### src/rtl/sub_seq_ctrl.sv
// Nibble-serial wide subtractor controller.
// Drives one external 4-bit subtractor slice, LS nibble first.
module sub_seq_ctrl #(
  parameter int NIBBLES = 4
) (
  input  logic                 clk,
  input  logic                 rst,
  input  logic                 start,
  input  logic [4*NIBBLES-1:0] a,
  input  logic [4*NIBBLES-1:0] b,
  input  logic                 bin,
  output logic [3:0]           slice_a,
  output logic [3:0]           slice_b,
  output logic                 slice_bin,
  input  logic [3:0]           slice_diff,
  input  logic                 slice_bout,
  output logic                 busy,
  output logic                 done,
  output logic [4*NIBBLES-1:0] diff,
  output logic                 bout,
  output logic                 zero
);

  localparam int W  = 4 * NIBBLES;
  localparam int CW = $clog2(NIBBLES);

  localparam logic [0:0] IDLE = 1'b0;
  localparam logic [0:0] RUN  = 1'b1;

  localparam logic [CW-1:0] LAST = CW'(NIBBLES - 1);

  logic [0:0]    state;
  logic [CW-1:0] cnt;
  logic [W-1:0]  a_reg;
  logic [W-1:0]  b_reg;
  logic [W-1:0]  work;
  logic [W-1:0]  work_nxt;
  logic          borrow;
  logic          run;

  assign run  = (state == RUN);
  assign busy = run;

  assign slice_a   = run ? a_reg[{cnt, 2'b00} +: 4] : 4'h0;
  assign slice_b   = run ? b_reg[{cnt, 2'b00} +: 4] : 4'h0;
  assign slice_bin = run ? borrow : 1'b0;

  // Work register with this cycle's slice nibble merged in.
  always_comb begin
    work_nxt = work;
    work_nxt[{cnt, 2'b00} +: 4] = slice_diff;
  end

  always_ff @(posedge clk or posedge rst) begin
    if (rst) begin
      state  <= IDLE;
      cnt    <= '0;
      a_reg  <= '0;
      b_reg  <= '0;
      work   <= '0;
      borrow <= 1'b0;
      done   <= 1'b0;
      diff   <= '0;
      bout   <= 1'b0;
      zero   <= 1'b0;
    end else begin
      done <= 1'b0;
      case (state)
        IDLE: begin
          if (start) begin
            a_reg  <= a;
            b_reg  <= b;
            borrow <= bin;
            cnt    <= '0;
            work   <= '0;
            state  <= RUN;
          end
        end
        RUN: begin
          work   <= work_nxt;
          borrow <= slice_bout;
          cnt    <= cnt + CW'(1);
          if (cnt == LAST) begin
            diff  <= work_nxt;
            bout  <= slice_bout;
            zero  <= (work_nxt == '0);
            done  <= 1'b1;
            state <= IDLE;
          end
        end
        default: state <= IDLE;
      endcase
    end
  end

endmodule
### config.mk
export PLATFORM = sky130hd
export DESIGN_NAME = sub_seq_ctrl
export DESIGN_NICKNAME = d
export VERILOG_FILES = /design/src/rtl/sub_seq_ctrl.sv
export SDC_FILE = /design/constraint.sdc
export NUM_CORES = 1
export LEC_CHECK = 0
export BUFFER_PORTS_ARGS = -buffer_cell sky130_fd_sc_hd__buf_2
export CORE_MARGIN = 2
export CORE_UTILIZATION = 58
export DETAILED_ROUTE_END_ITERATION = 16
export PLACE_DENSITY = 0.84
export SETUP_SLACK_MARGIN = 0.05
export SYNTH_ARGS = -nofsm -noshare
export SYNTH_HDL_FRONTEND = slang
export SYNTH_SLANG_ARGS = --single-unit
### constraint.sdc
create_clock -name clk -period 3.31 [get_ports clk]
set_input_delay 0.331 -clock clk [delete_from_list [all_inputs] [get_ports clk]]
set_output_delay 0.331 -clock clk [all_outputs]
set_load 0.01 [all_outputs]
# Word level (Yosys, flattened, before mapping)
# Index checks and enable logic that the tools add are counted.
# word_totals
register_bits	71
in_bits	41
out_inout_bits	29
word_cells	37
# op_classes
add_sub_neg	2
eq_ne	2
shift	4
n_mux	15
bitwise	1
n_reduce_logical	3
# ops
op	count
16-bit one-hot mux with 2 select lines	1
16-bit by 5-bit variable part select with 4-bit output	2
16-bit bitwise mux	1
16-bit logical NOT	1
16-bit 2-to-1 mux	1
4-bit by 6-bit variable shift with 16-bit output (first input constant)	1
4-bit by 6-bit variable part select with 16-bit output	1
4-bit 2-to-1 mux	2
1-bit 2-to-1 mux	6
4-bit negator with 6-bit output	1
1-bit one-hot mux with 2 select lines	2
2-bit one-hot mux with 2 select lines	1
2-bit AND reduction	2
2-bit by 1-bit adder with 2-bit output (second input constant)	1
2-bit == test (second input constant)	1
2-bit 2-to-1 mux	1
2-bit != test (second input constant)	1
1-bit NOT	1

# Longest topological paths before layout
# depth
ltp_word	4
mapped_depth	8
ltp_nobuf	6

# Worst setup path after synthesis
# Ideal clock, no wire load.
# synth_path
kind	register to register
from	register cnt[1]
to	register zero
setup_ns	0.122
arrival_time_ns	2.073
required_time_ns	3.188
setup_slack_ns	1.115
path_stages_with_launch	9
path_buffers	2
synth_period_minus_slack_ns	2.195
cell_sequence	dfrtp_1 clkbuf_1 inv_1 ha_1 buf_4 nand3b_1 a2111oi_0 nor4_1 a32o_1
# synth_via
elab_chain_cells	4
elab_cells_between_ends	7
classes_between	add/sub (1); eq/ne (1); shift (2); mux (1); reduce/logical (2)
# synth_lines
element	line_no	text
start: declaration	33	logic [CW-1:0] cnt;
start signal: assignment	82	cnt <= cnt + CW'(1);
4-bit negator with 6-bit output	51	work_nxt[{cnt, 2'b00} +: 4] = slice_diff;
4-bit by 6-bit variable part select with 16-bit output / 4-bit by 6-bit variable shift with 16-bit output (equally long branches)	51	
16-bit bitwise mux	51	
16-bit logical NOT	86	zero <= (work_nxt == '0);
end signal: assignment	86	
end: declaration	21	output logic zero
# Parallel ways exist; a longest one is shown, timed or not.
# A chain may end at the register's enable or synchronous reset.

# Worst setup path in the final report
# Ends and elaborated chain as after synthesis.

==> out/qor.csv <==
metric,value,unit
post_cts_resized,0,
ant_nets,0,
synth-edff-count,0,
fillerInstances,396,
post_cts_buffers,0,
async_flop_share,100,%
r2r-end,zero$_DFFE_PP0P_,
clockBufferDepth,2,
max_clock_freq,415,MHz
nets,372,
grt.overflow.total,0,
cp_max_fo,12,
slowest_delay,620,ps
syn_inst,261,
cts_root_buffer,clkbuf_8,
cp-start-kind,register,
place_area,3560,µm²
syn_nets,307,
path_clk_slew,70,ps
yosysUniqueCellTypes,37,
path_buf_inv,1,
cts_buffers,9,
seq_area_frac_synth,52.7,%
cp.required,3540,ps
cts_max_level,3,
initial_utilization,61.1,%
hold_buffers,0,
grt_pass1_wl,10900,µm
core,5200,µm²
clock_latency,340,ps
slowest_stage,dfrtp_1,
fin_setup_tns,0,ps
rows,26,
arrival,2640,ps
tightest_slew,910,ps
ys_warn_count,0,
setup_viol,0,
cp_top_family,simple AND/OR/NAND/NOR gates,
critPathKind,reg -> reg,
drive_above_1_share,41.4,%
yosysTopAreaCell,dfrtp_1,
grt_max_degree,40,
synth_area,3180,µm²
grt_pass1_vias,2303,
relSlewSlack,39.2,%
ys_dominant_reg_cell,dfrtp_1,
hold_class,in -> async,
areaGrowthSynthToFinish,17.9,%
antenna_cells,0,
cts_tree,built,
r2r-start,cnt[1]$_DFFE_PP0P_,
clock_sinks,67,
worst_setup_path_end_kind,register,
wire_per_inst,15.8,µm
ys_seq_elements,67,
ios,70,
pwr_density_cell,956,nW/µm²
portBuffers,69,
first_pass_iters,4,
drv_slew,0,
skew,5.15,ps
final_hold_viol_count,0,
fp.dieW,78.1,µm
outcome,"complete, no violations",
dp_hpwl,4450,µm
drc,0,
fin_crit_sh,72.7,%
drt-initial-drc-count,190,
crit_chain,inv_1 -> ha_1 -> or3b_4 -> nor3_2 -> a31oi_1 -> a32o_1,
final.min_clock_period,2410,ps
synthTopCellsByArea,"dfrtp_1 53%, mux2_2 12%, mux4_2 5.7%",
multi_input_area,1390,µm²
die_h,78.1,µm
seq_area,1680,µm²
r2r_slack,900,ps
gp_congestion,0.852,
r2r_cells,6,
ir_worst_vdd,0.000543,V
routed_wirelength,6320,µm
vias_per_cell,5.60,
final_cell_area,3750,µm²
vias,2244,
maxCapViolations,0,
grt_usage,23.2,%
synth_top_area_share,52.7,%
die-area,6090,µm²
rsz0062_at_grt,false,
syn_avg_cell_area,12.2,µm²
antenna_found_initial,0,
power_leakage,1.74,nW
cells by family (layout without fill, tap and decap cells):
family	count (synthesis)	count (layout)	share of synthesized area [%]
AO/OA/AOI/OAI	51	51	10.8
adder cells (fa/ha/maj)	5	5	1.97
buffers and inverters	26	96	3.89
flip-flops	67	67	52.7
multiplexers	45	45	18.7
AND/OR/NAND/NOR	67	67	11.9
cell usage after synthesis, types with 3 or more instances:
master and instances:
a21oi_1 13, buf_2 6, inv_1 6, and2_1 9, nand2_1 22, nor2b_1 10
nor4_1 3, nand2b_1 4, mux2_2 35, mux4_2 8, clkbuf_1 10, dfrtp_1 67
nand3b_1 3, ha_1 5, o21ai_0 15, nor2_1 6, a32o_1 12
area by class of cell:
| cell class | instances | area share [%] |
|---|---|---|
| Clock buffer | 15 | 4.97 |
| Clock inverter | 1 | 0.134 |
| Inverter | 6 | 0.601 |
| Multi-Input combinational cell | 168 | 37.0 |
| Sequential cell | 67 | 44.7 |
| Tap cell | 70 | 2.34 |
| Timing Repair Buffer | 74 | 10.2 |
worst max-delay path by stage:
stage	startpoint	depth (start not counted)	slack [ps]	endpoint
2_1_floorplan	cnt[1]$_DFFE_PP0P_	8	1120	zero$_DFFE_PP0P_
3_3_place_gp	cnt[1]$_DFFE_PP0P_	6	990	zero$_DFFE_PP0P_
3_5_place_dp	cnt[1]$_DFFE_PP0P_	6	910	zero$_DFFE_PP0P_
4_1_cts	cnt[1]$_DFFE_PP0P_	6	900	zero$_DFFE_PP0P_
5_1_grt	cnt[1]$_DFFE_PP0P_	6	760	diff[4]$_DFFE_PP0P_
6_report	cnt[1]$_DFFE_PP0P_	6	900	zero$_DFFE_PP0P_
power breakdown:
part | internal, W | switching, W
sequential | 0.00117 | 0.000205
clock | 0.000354 | 0.000292
combinational | 0.000788 | 0.000772
total | 0.00232 | 0.00127
cell usage in the layout (no fill, tap or decap), types with 2 or more instances in the layout:
cell type  netlist  layout
nor2_4           2       2
buf_2            6      69
nand3b_1         3       3
and2_1           9       9
nor2b_1         10       9
nand2_1         22      22
a32o_1          12      12
nor2_1           6       6
mux2_2          35      35
buf_4            1       5
dfrtp_1         67      67
ha_1             5       5
mux4_2           8       8
o22ai_1          2       2
clkbuf_8         0      13
o31ai_1          2       2
nand2b_1         4       4
nor4_1           3       3
inv_1            6       5
nor3_1           2       2
mux2i_1          2       2
a21oi_1         13      13
o21ai_0         15      15
clkbuf_1        10       2
a22o_1           2       2
layer usage:
metal  share of wire (%)  vias to the layer above  track usage [%]
met4                 1.7                        0             9.82
met1                  44                     1085             31.4
met5                   0                        -                0
li1                    -                     1074                -
met3                 6.8                       11             6.90
met2                  48                       74             35.3
per-stage QoR:
stage	utilization, %	setup slack (ps)	hold slack (ps)	power, W	std cells
3_5_place_dp	68.3	908	465	0.00296	385
2_1_floorplan	-	1120	452	0.00253	261
4_1_cts	72.0	902	154	0.00361	401
6_report	72.0	903	126	0.00358	401
5_1_grt	72.0	755	196	0.00383	401
3_3_place_gp	68.3	991	457	0.00289	385
Power figures use the tool's default switching activity.
